## config.mk

```make
export PLATFORM = sky130hd
export DESIGN_NAME = layer_draw_sequencer_flat
export DESIGN_NICKNAME = d
export VERILOG_FILES = /design/src/rtl/layer_draw_sequencer_if.sv /design/src/rtl/layer_draw_sequencer.sv /design/src/flat_wrapper.sv
export SDC_FILE = /design/constraint.sdc
export NUM_CORES = 1
export LEC_CHECK = 0
export ABC_CLOCK_PERIOD_IN_PS = 4500
export BUFFER_PORTS_ARGS = -buffer_cell sky130_fd_sc_hd__buf_2
export CORE_MARGIN = 5
export CORE_UTILIZATION = 47
export CTS_CLUSTER_DIAMETER = 100
export DETAILED_ROUTE_END_ITERATION = 7
export PLACE_DENSITY_LB_ADDON = 0.25
export SETUP_SLACK_MARGIN = 0.05
export SYNTH_ARGS = -nofsm -noshare
export SYNTH_HDL_FRONTEND = slang
export SYNTH_SLANG_ARGS = --single-unit
export TNS_END_PERCENT = 20
```

## constraint.sdc

```tcl
create_clock -name clk -period 4.5 [get_ports clk]
set_input_delay 0.45 -clock clk [delete_from_list [all_inputs] [get_ports clk]]
set_output_delay 0.45 -clock clk [all_outputs]
set_load 0.01 [all_outputs]
```

## src/rtl/layer_draw_sequencer_if.sv

```systemverilog
// Bus between the layer draw sequencer, its three layer drawers and the frame buffer.
//
// Drawer side (bit 0 bg, bit 1 window, bit 2 sprite; the multi-bit fields are packed
// {obj, win, bg}):
//   layer_start  3   start request to each drawer
//   layer_done   3   done from each drawer
//   layer_draw   3   per-drawer pixel-valid strobe
//   layer_x      24  x coordinate, 8 bits per drawer
//   layer_y      24  y coordinate, 8 bits per drawer
//   layer_color  6   2-bit colour index per drawer
// Frame buffer side:
//   fb_we        1       single-cycle write enable
//   fb_addr      ADDR_W  write address (y*FB_W + x)
//   fb_data      2       shade
//
// master: the sequencer.  slave: drawers plus frame buffer.
interface layer_draw_sequencer_if #(
  parameter int unsigned ADDR_W = 15
);
  logic [2:0]        layer_start;
  logic [2:0]        layer_done;
  logic [2:0]        layer_draw;
  logic [23:0]       layer_x;
  logic [23:0]       layer_y;
  logic [5:0]        layer_color;
  logic              fb_we;
  logic [ADDR_W-1:0] fb_addr;
  logic [1:0]        fb_data;

  modport master (
    output layer_start,
    output fb_we,
    output fb_addr,
    output fb_data,
    input  layer_done,
    input  layer_draw,
    input  layer_x,
    input  layer_y,
    input  layer_color
  );

  modport slave (
    input  layer_start,
    input  fb_we,
    input  fb_addr,
    input  fb_data,
    output layer_done,
    output layer_draw,
    output layer_x,
    output layer_y,
    output layer_color
  );
endinterface

```

## src/rtl/layer_draw_sequencer.sv

```systemverilog
// Frame-level controller for the bg, window and sprite layer drawers.
//
// On frame_start_i (only honoured when idle) it runs each enabled drawer in the fixed
// order bg, window, sprite using a start/done handshake. Pixels from the drawer that is
// currently running are mapped through its palette and written to the 160x144 frame
// buffer through one register stage.
//
// Ports:
//   clk, reset      clock and synchronous active-high reset
//   frame_start_i   one-cycle pulse that begins a frame
//   bg_en_i, win_en_i, obj_en_i   layer enables, sampled as each layer is reached
//   bgp_i, obp_i    palettes (bg/window, sprite); index i -> pal[2i+1:2i]
//   bus             drawer handshake, pixel streams and frame buffer write port
//   busy_o          high in every state except idle
//   frame_done_o    one-cycle pulse when the frame is complete
module layer_draw_sequencer #(
  parameter int unsigned FB_W   = 160,
  parameter int unsigned FB_H   = 144,
  parameter int unsigned ADDR_W = 15
) (
  input  logic                          clk,
  input  logic                          reset,
  input  logic                          frame_start_i,
  input  logic                          bg_en_i,
  input  logic                          win_en_i,
  input  logic                          obj_en_i,
  input  logic [7:0]                    bgp_i,
  input  logic [7:0]                    obp_i,
  layer_draw_sequencer_if.master        bus,
  output logic                          busy_o,
  output logic                          frame_done_o
);

  localparam logic [2:0] StIdle   = 3'd0;
  localparam logic [2:0] StRunBg  = 3'd1;
  localparam logic [2:0] StRelBg  = 3'd2;
  localparam logic [2:0] StRunWin = 3'd3;
  localparam logic [2:0] StRelWin = 3'd4;
  localparam logic [2:0] StRunObj = 3'd5;
  localparam logic [2:0] StRelObj = 3'd6;
  localparam logic [2:0] StDone   = 3'd7;

  logic [2:0]        state_q, state_d;
  logic [2:0]        layer_start_q, layer_start_d;
  logic              fb_we_q, fb_we_d;
  logic [ADDR_W-1:0] fb_addr_q, fb_addr_d;
  logic [1:0]        fb_data_q, fb_data_d;

  function automatic logic [1:0] shade_of(input logic [7:0] pal, input logic [1:0] c);
    logic [1:0] s;
    unique case (c)
      2'd0:    s = pal[1:0];
      2'd1:    s = pal[3:2];
      2'd2:    s = pal[5:4];
      default: s = pal[7:6];
    endcase
    return s;
  endfunction

  // Next state. Enables are looked at only when the sequence reaches a layer.
  always_comb begin
    state_d = state_q;
    unique case (state_q)
      StIdle: begin
        if (frame_start_i) begin
          if (bg_en_i)       state_d = StRunBg;
          else if (win_en_i) state_d = StRunWin;
          else if (obj_en_i) state_d = StRunObj;
          else               state_d = StDone;
        end
      end
      StRunBg:  if (bus.layer_done[0]) state_d = StRelBg;
      StRelBg: begin
        if (!bus.layer_done[0]) begin
          if (win_en_i)      state_d = StRunWin;
          else if (obj_en_i) state_d = StRunObj;
          else               state_d = StDone;
        end
      end
      StRunWin: if (bus.layer_done[1]) state_d = StRelWin;
      StRelWin: begin
        if (!bus.layer_done[1]) begin
          if (obj_en_i) state_d = StRunObj;
          else          state_d = StDone;
        end
      end
      StRunObj: if (bus.layer_done[2]) state_d = StRelObj;
      StRelObj: if (!bus.layer_done[2]) state_d = StDone;
      StDone:   state_d = StIdle;
      default:  state_d = StIdle;
    endcase
  end

  // One-hot of the layer whose RUN state is current; doubles as the start decode.
  logic [2:0] run_oh;
  assign run_oh = {state_q == StRunObj, state_q == StRunWin, state_q == StRunBg};
  assign layer_start_d = run_oh;

  // Pixel fields of the running layer.
  logic [7:0] px_x, px_y;
  logic [1:0] px_c;
  always_comb begin
    px_x = bus.layer_x[7:0];
    px_y = bus.layer_y[7:0];
    px_c = bus.layer_color[1:0];
    if (run_oh[1]) begin
      px_x = bus.layer_x[15:8];
      px_y = bus.layer_y[15:8];
      px_c = bus.layer_color[3:2];
    end
    if (run_oh[2]) begin
      px_x = bus.layer_x[23:16];
      px_y = bus.layer_y[23:16];
      px_c = bus.layer_color[5:4];
    end
  end

  logic accept, in_range, transparent;
  assign accept      = |(run_oh & bus.layer_draw);
  assign in_range    = (32'(px_x) < FB_W) && (32'(px_y) < FB_H);
  assign transparent = run_oh[2] && (px_c == 2'd0);

  always_comb begin
    fb_we_d   = accept && in_range && !transparent;
    fb_addr_d = fb_addr_q;
    fb_data_d = fb_data_q;
    if (fb_we_d) begin
      // Modular arithmetic, so computing directly in ADDR_W bits gives the truncation.
      fb_addr_d = ADDR_W'(px_y) * ADDR_W'(FB_W) + ADDR_W'(px_x);
      fb_data_d = shade_of(run_oh[2] ? obp_i : bgp_i, px_c);
    end
  end

  always_ff @(posedge clk) begin
    if (reset) begin
      state_q       <= StIdle;
      layer_start_q <= '0;
      fb_we_q       <= 1'b0;
      fb_addr_q     <= '0;
      fb_data_q     <= '0;
    end else begin
      state_q       <= state_d;
      layer_start_q <= layer_start_d;
      fb_we_q       <= fb_we_d;
      fb_addr_q     <= fb_addr_d;
      fb_data_q     <= fb_data_d;
    end
  end

  assign bus.layer_start = layer_start_q;
  assign bus.fb_we       = fb_we_q;
  assign bus.fb_addr     = fb_addr_q;
  assign bus.fb_data     = fb_data_q;
  assign busy_o          = (state_q != StIdle);
  assign frame_done_o    = (state_q == StDone);

endmodule

```

## src/flat_wrapper.sv

```systemverilog
// flat-port wrapper written by rule: the top's interface ports become plain ports
module layer_draw_sequencer_flat 
#(
  parameter int unsigned FB_W   = 160,
  parameter int unsigned FB_H   = 144,
  parameter int unsigned ADDR_W = 15
)
  (clk, reset, frame_start_i, bg_en_i, win_en_i, obj_en_i, bgp_i, obp_i, busy_o, frame_done_o, bus_layer_start, bus_fb_we, bus_fb_addr, bus_fb_data, bus_layer_done, bus_layer_draw, bus_layer_x, bus_layer_y, bus_layer_color);
  layer_draw_sequencer_if #(.ADDR_W(ADDR_W)) bus_i ();
  input  logic clk;
  input  logic reset;
  input  logic frame_start_i;
  input  logic bg_en_i;
  input  logic win_en_i;
  input  logic obj_en_i;
  input  logic [7:0] bgp_i;
  input  logic [7:0] obp_i;
  output logic busy_o;
  output logic frame_done_o;
  output wire logic [$bits(bus_i.layer_start)-1:0] bus_layer_start;
  output wire logic [$bits(bus_i.fb_we)-1:0] bus_fb_we;
  output wire logic [$bits(bus_i.fb_addr)-1:0] bus_fb_addr;
  output wire logic [$bits(bus_i.fb_data)-1:0] bus_fb_data;
  input wire logic [$bits(bus_i.layer_done)-1:0] bus_layer_done;
  input wire logic [$bits(bus_i.layer_draw)-1:0] bus_layer_draw;
  input wire logic [$bits(bus_i.layer_x)-1:0] bus_layer_x;
  input wire logic [$bits(bus_i.layer_y)-1:0] bus_layer_y;
  input wire logic [$bits(bus_i.layer_color)-1:0] bus_layer_color;
  assign bus_layer_start = bus_i.layer_start;
  assign bus_fb_we = bus_i.fb_we;
  assign bus_fb_addr = bus_i.fb_addr;
  assign bus_fb_data = bus_i.fb_data;
  assign bus_i.layer_done = bus_layer_done;
  assign bus_i.layer_draw = bus_layer_draw;
  assign bus_i.layer_x = bus_layer_x;
  assign bus_i.layer_y = bus_layer_y;
  assign bus_i.layer_color = bus_layer_color;
  layer_draw_sequencer #(.FB_W(FB_W), .FB_H(FB_H), .ADDR_W(ADDR_W)) u_core (.clk(clk), .reset(reset), .frame_start_i(frame_start_i), .bg_en_i(bg_en_i), .win_en_i(win_en_i), .obj_en_i(obj_en_i), .bgp_i(bgp_i), .obp_i(obp_i), .bus(bus_i), .busy_o(busy_o), .frame_done_o(frame_done_o));
endmodule
```

# After elaboration in Yosys (flattened, before gate mapping)
# Cells that the tools add are included.
dict set report word_totals {
  regBits 24
  output_inout_bits 23
  elab_cells 55
}
dict set report op_classes {
  add_sub_neg 1
  mul 1
  magnitude_cmp 2
  n_eq_ne 16
  n_mux 19
  bitwise 1
  reduce_logical 10
}
# op n
set ops {}
lappend ops {{2-to-1 mux 8 bit} 5}
lappend ops {{2-to-1 mux 3 bit} 9}
lappend ops {{one-hot mux 3 bit (8 select lines)} 1}
lappend ops {{< comparator 8 bit, second input constant} 2}
lappend ops {{adder 15 x 8 -> 15 bit} 1}
lappend ops {{inequality test 2 bit, second input constant} 7}
lappend ops {{equality test 3 bit, second input constant} 4}
lappend ops {{multiplier 8 x 3 -> 10 bit, second input constant} 1}
lappend ops {{AND reduction 7 bit} 1}
lappend ops {{equality test 3 x 2 -> 1 bit, second input constant} 2}
lappend ops {{2-to-1 mux 2 bit} 3}
lappend ops {{one-hot mux 2 bit (3 select lines)} 1}
lappend ops {{logical AND 1 bit} 4}
lappend ops {{AND 3 bit} 1}
lappend ops {{equality test 3 x 1 -> 1 bit, second input constant} 1}
lappend ops {{zero test 3 bit} 1}
lappend ops {{nonzero test 3 bit} 1}
lappend ops {{OR reduction 3 bit} 1}
lappend ops {{equality test 2 x 1 -> 1 bit, second input constant} 1}
lappend ops {{equality test 2 bit, second input constant} 1}
lappend ops {{zero test 2 bit} 1}
lappend ops {{zero test 1 bit} 1}

# Logic depth before layout (Yosys ltp)
dict set report depth {
  depth_word 7
  ltp_mapped 18
  ltp_nobuf 15
}

# Least setup slack after synthesis
# No wires, ideal clock.
dict set report synth_path {
  kind {register to register}
  start {register u_core.state_q[0]}
  end {register u_core.fb_addr_q[14] (netlist: u_core.bus.fb_addr[14])}
  setup_ns 0.116
  arrival_ns 3.358
  required_time_ns 4.384
  path_slack_ns 1.027
  stages_incl_launch_ff 17
  path_cell_list {dfxtp_1 buf_2 clkbuf_1 clkbuf_1 nand2_1 o21ai_0 inv_1 ha_1 ha_1 inv_1 fa_1 nor2b_1 o31a_1 o21a_1 or3_1 a22o_1 a31o_1}
}
dict set report synth_between {
  elab_chain_cells 7
  elab_cells_between_ends 21
  cone_classes {1 x add/sub; 1 x mul; 2 x order compare; 3 x eq/ne; 6 x mux; 1 x bitwise; 7 x reduce/logical}
}
# item line
set synth_lines {}
lappend synth_lines {{start: declaration} layer_draw_sequencer.sv:43} ;# logic [2:0] state_q, state_d;
lappend synth_lines {{start signal: assignment} layer_draw_sequencer.sv:136} ;# state_q <= StIdle;
lappend synth_lines {{start signal: assignment} layer_draw_sequencer.sv:142} ;# state_q <= state_d;
lappend synth_lines {{parallel branches: the longest is 7 deep, another holds adder 15 x 8 -> 15 bit} -}
lappend synth_lines {{end signal: assignment} layer_draw_sequencer.sv:145} ;# fb_addr_q <= fb_addr_d;
lappend synth_lines {{end: declaration} layer_draw_sequencer.sv:46} ;# logic [ADDR_W-1:0] fb_addr_q, fb_addr_d;
# Parallel ways; which one is timed is not known.
# A chain may end at the register's enable or synchronous reset.

# Worst setup path in the final report
dict set report layout_path {
  start {register u_core.state_q[1]}
  end {register u_core.fb_addr_q[14] (netlist: u_core.bus.fb_addr[14])}
}
# Same word-level chain as after synthesis.

==> results.toml <==
[die]
die-area_mm2 = 0.00619
num_rows = 25
ios = 105
initial_core_util_pct = 47.6
die_x_um = 78.7
core_area_mm2 = 0.00466
dieHeight_um = 78.7

[detailed_routing]
dr_total_vias = 2368
routedWlPerCell_um = 16.2
drc = 0
ant_nets = 0
routed_via_density = 5.73
drt-pass1-iter-count = 4
routed_wirelength_um = 6670
drt-initial-drc-count = 73

[synthesis]
synth_area_mm2 = 0.00222
yosys-top-cells-count = "30 x a21oi_1, 24 x dfxtp_1, 15 x o22ai_1"
yosysSeqAreaShare_pct = 21.7
yosysMostFrequentCell = "a21oi_1"
synth_top_cell_by_area = "dfxtp_1"
ys_async_sr_fraction_pct = 0
synth_ff_type = "dfxtp_1"
synth_edf_count = 0
ys_ff_latch = 24
synth.distinct_cells = 55
yosys-top-cells-area = "dfxtp_1 22%, ha_1 7.9%, a21oi_1 6.8%"
postSynthAreaPerCell_um2 = 8.40
netlist_instances = 264
syn_nets = 362
yosysWarnings = 0
yosys.area.top_type_share_pct = 21.7

[final_layout]
utilization_pct = 59.8
nNetsFinal = 458
fin_cells = 413
drive_gt1_share_pct = 38.2
area_growth_pct = 25.6
n_antenna_cell = 0

[clocking]
htree_levels = 1
clk_latency_ps = 280
clkTransAtPathRegs_ps = 100
numCtsBuffers = 3
cts_tree = "done"
cts-root-buf = "clkbuf_8"
cts_setup_buffers = 0
ctsResizeCount = 0
cts-hold-fix-buffers = 0
clock_sinks = 24
cts.path.max_buffers = 2

[timing]
rsz0062_at_grt = "false"
hold_viol_final = 0
tightest_slew_ps = 756
fin_crit_sh_pct = 85.0
fmax_ghz = 0.261
fin_setup_tns_ps = 0
finClkSkew_ps = 5.16
worst_slack_ps = 675
slew_headroom_pct = 49.6
setup_viol = 0
min_period_ps = 3820
slew_viol_final = 0

[placed_design]
portBuffers = 104
dp.cells = 409
hpwl_um = 5230
place_congestion = 0.890
dp_slack_ps = 676

[grt]
grt_max_degree = 29
grt_usage_pct = 21.1
antenna_found_initial = 0
grt_pass1_vias = 2318
grt.overflow.total = 0
grt_pass1_wl_um = 10600

[setup_path]
r2r_slack_ps = 680
startpoint = "u_core.state_q[1]$_SDFFE_PP0P_"
end_kind = "register"
critical-path-top-delay-family = "compound AO/OA/AOI/OAI gates"
worstSetupStartpointType = "register"
r2r_end = "u_core.bus.fb_addr[14]$_SDFFE_PP0P_"
cp.arrival_ps = 4010
critPathRequiredTime_ps = 4680
r2r-start = "u_core.state_q[1]$_SDFFE_PP0P_"
worstPathCellList = "buf_4 > nand2b_1 > a21oi_4 > o21ai_0 > inv_1 > ha_1 > ha_1 > inv_1 > fa_1 > nor2b_1 > o31a_1 > o21a_1 > or3_1 > a22o_1 > a31o_1"
path_depth = 15
slowest_stage = "nand2b_1"
worst-path-max-fanout = 16
worst-path-buf-inv = 3
critical_path_class = "reg2reg"
endpoint = "u_core.bus.fb_addr[14]$_SDFFE_PP0P_"
r2r_cells = 15
max_stage_delay_ps = 450

[power]
vdd_drop_max_mv = 0.343
powerDensity_mw_per_mm2 = 519
clkPwrFrac_pct = 13.8
p_comb_share_pct = 68.4
power.switching_uw = 672
internal_power_uw = 773
p_sw_share_pct = 46.5
p_leak_uw = 0.00125
seqPwrFrac_pct = 17.8

[flow_run]
cap_violations = 0

[run_status]
status = "complete, no violations"

[hold_path]
holdCritPathClass = "reg2reg"
## per-stage QoR
step | total power, uW | hold slack (ps) | cell area (um2)
final | 1450 | 483 | 2790
after global routing | 1570 | 501 | 2790
after global placement | 1230 | 464 | 2710
after detailed placement | 1240 | 469 | 2710
after floorplan | 1060 | 499 | 2220
after CTS | 1440 | 483 | 2790
## registers in the layout, summed over array words and instances (netlist names)
register	flops
u_core.bus.fb_addr	15
u_core.bus.layer_start	3
u_core.state_q	3
u_core.bus.fb_data	2
u_core.bus.fb_we	1
## layout by cell type (no fill, tap or decap), types with 6 or more instances in the layout
cell type / n
xor2_1: 6
nor2_1: 11
nand3_1: 8
dfxtp_1: 24
nand2_1: 12
o21ai_0: 8
xnor2_1: 6
o21ai_1: 12
inv_1: 9
buf_2: 104
a21oi_1: 30
ha_1: 14
a211oi_1: 6
o22ai_1: 15
## kinds of logic after synthesis
kind of cell | count (synthesis) | share of synthesized area, %
buffers and inverters | 30 | 7.84
adders and majority gates | 16 | 9.71
AOI/OAI and AO/OA | 111 | 35.9
xor gates and xnor gates | 13 | 5.47
DFF | 24 | 21.7
muxes | 9 | 4.40
and+or+nand+nor | 61 | 15.0
## tightest hold or removal path: stages, from the launching register on
cell and delay (ps):
dfxtp_1 310, o21ai_1 70, a21oi_1 60
## metal layers
| metal | share of wire [%] | up-vias | GRT usage, % |
|---|---|---|---|
| li1 | - | 1187 | - |
| met1 | 44 | 1103 | 27.3 |
| met2 | 48 | 71 | 35.6 |
| met3 | 7.1 | 7 | 4.13 |
| met4 | 1.1 | 0 | 5.77 |
| met5 | 0 | - | 0 |
## power groups by stage
stage	registers (uW)	clock network (uW)	logic [uW]
2_1_floorplan	275	0	784
3_3_place_gp	261	0	966
3_5_place_dp	262	0	976
4_1_cts	257	204	984
5_1_grt	261	212	1100
6_report	257	199	990
## worst min-delay path by stage
stage | from | endpoint | slack [ps] | cells past startpoint
2_1_floorplan | u_core.bus.fb_addr[7]$_SDFFE_PP0P_ | u_core.bus.fb_addr[7]$_SDFFE_PP0P_ | 500 | 2
3_3_place_gp | u_core.bus.fb_addr[4]$_SDFFE_PP0P_ | u_core.bus.fb_addr[4]$_SDFFE_PP0P_ | 460 | 2
3_5_place_dp | u_core.bus.fb_addr[8]$_SDFFE_PP0P_ | u_core.bus.fb_addr[8]$_SDFFE_PP0P_ | 470 | 2
4_1_cts | u_core.bus.fb_addr[8]$_SDFFE_PP0P_ | u_core.bus.fb_addr[8]$_SDFFE_PP0P_ | 480 | 2
5_1_grt | u_core.bus.fb_addr[1]$_SDFFE_PP0P_ | u_core.bus.fb_addr[1]$_SDFFE_PP0P_ | 500 | 2
6_report | u_core.bus.fb_addr[8]$_SDFFE_PP0P_ | u_core.bus.fb_addr[8]$_SDFFE_PP0P_ | 480 | 2
## final cells by class
cell class | count | area, um2
inverter | 12 | 45.0
timing repair buffer | 109 | 558
tap | 54 | 67.6
multi-input combinational | 210 | 1560
clock buffer | 3 | 41.3
fill | 440 | 1880
clock inverter | 1 | 30.0
sequential | 24 | 480
Note: power is estimated with default switching activity, not from simulation.
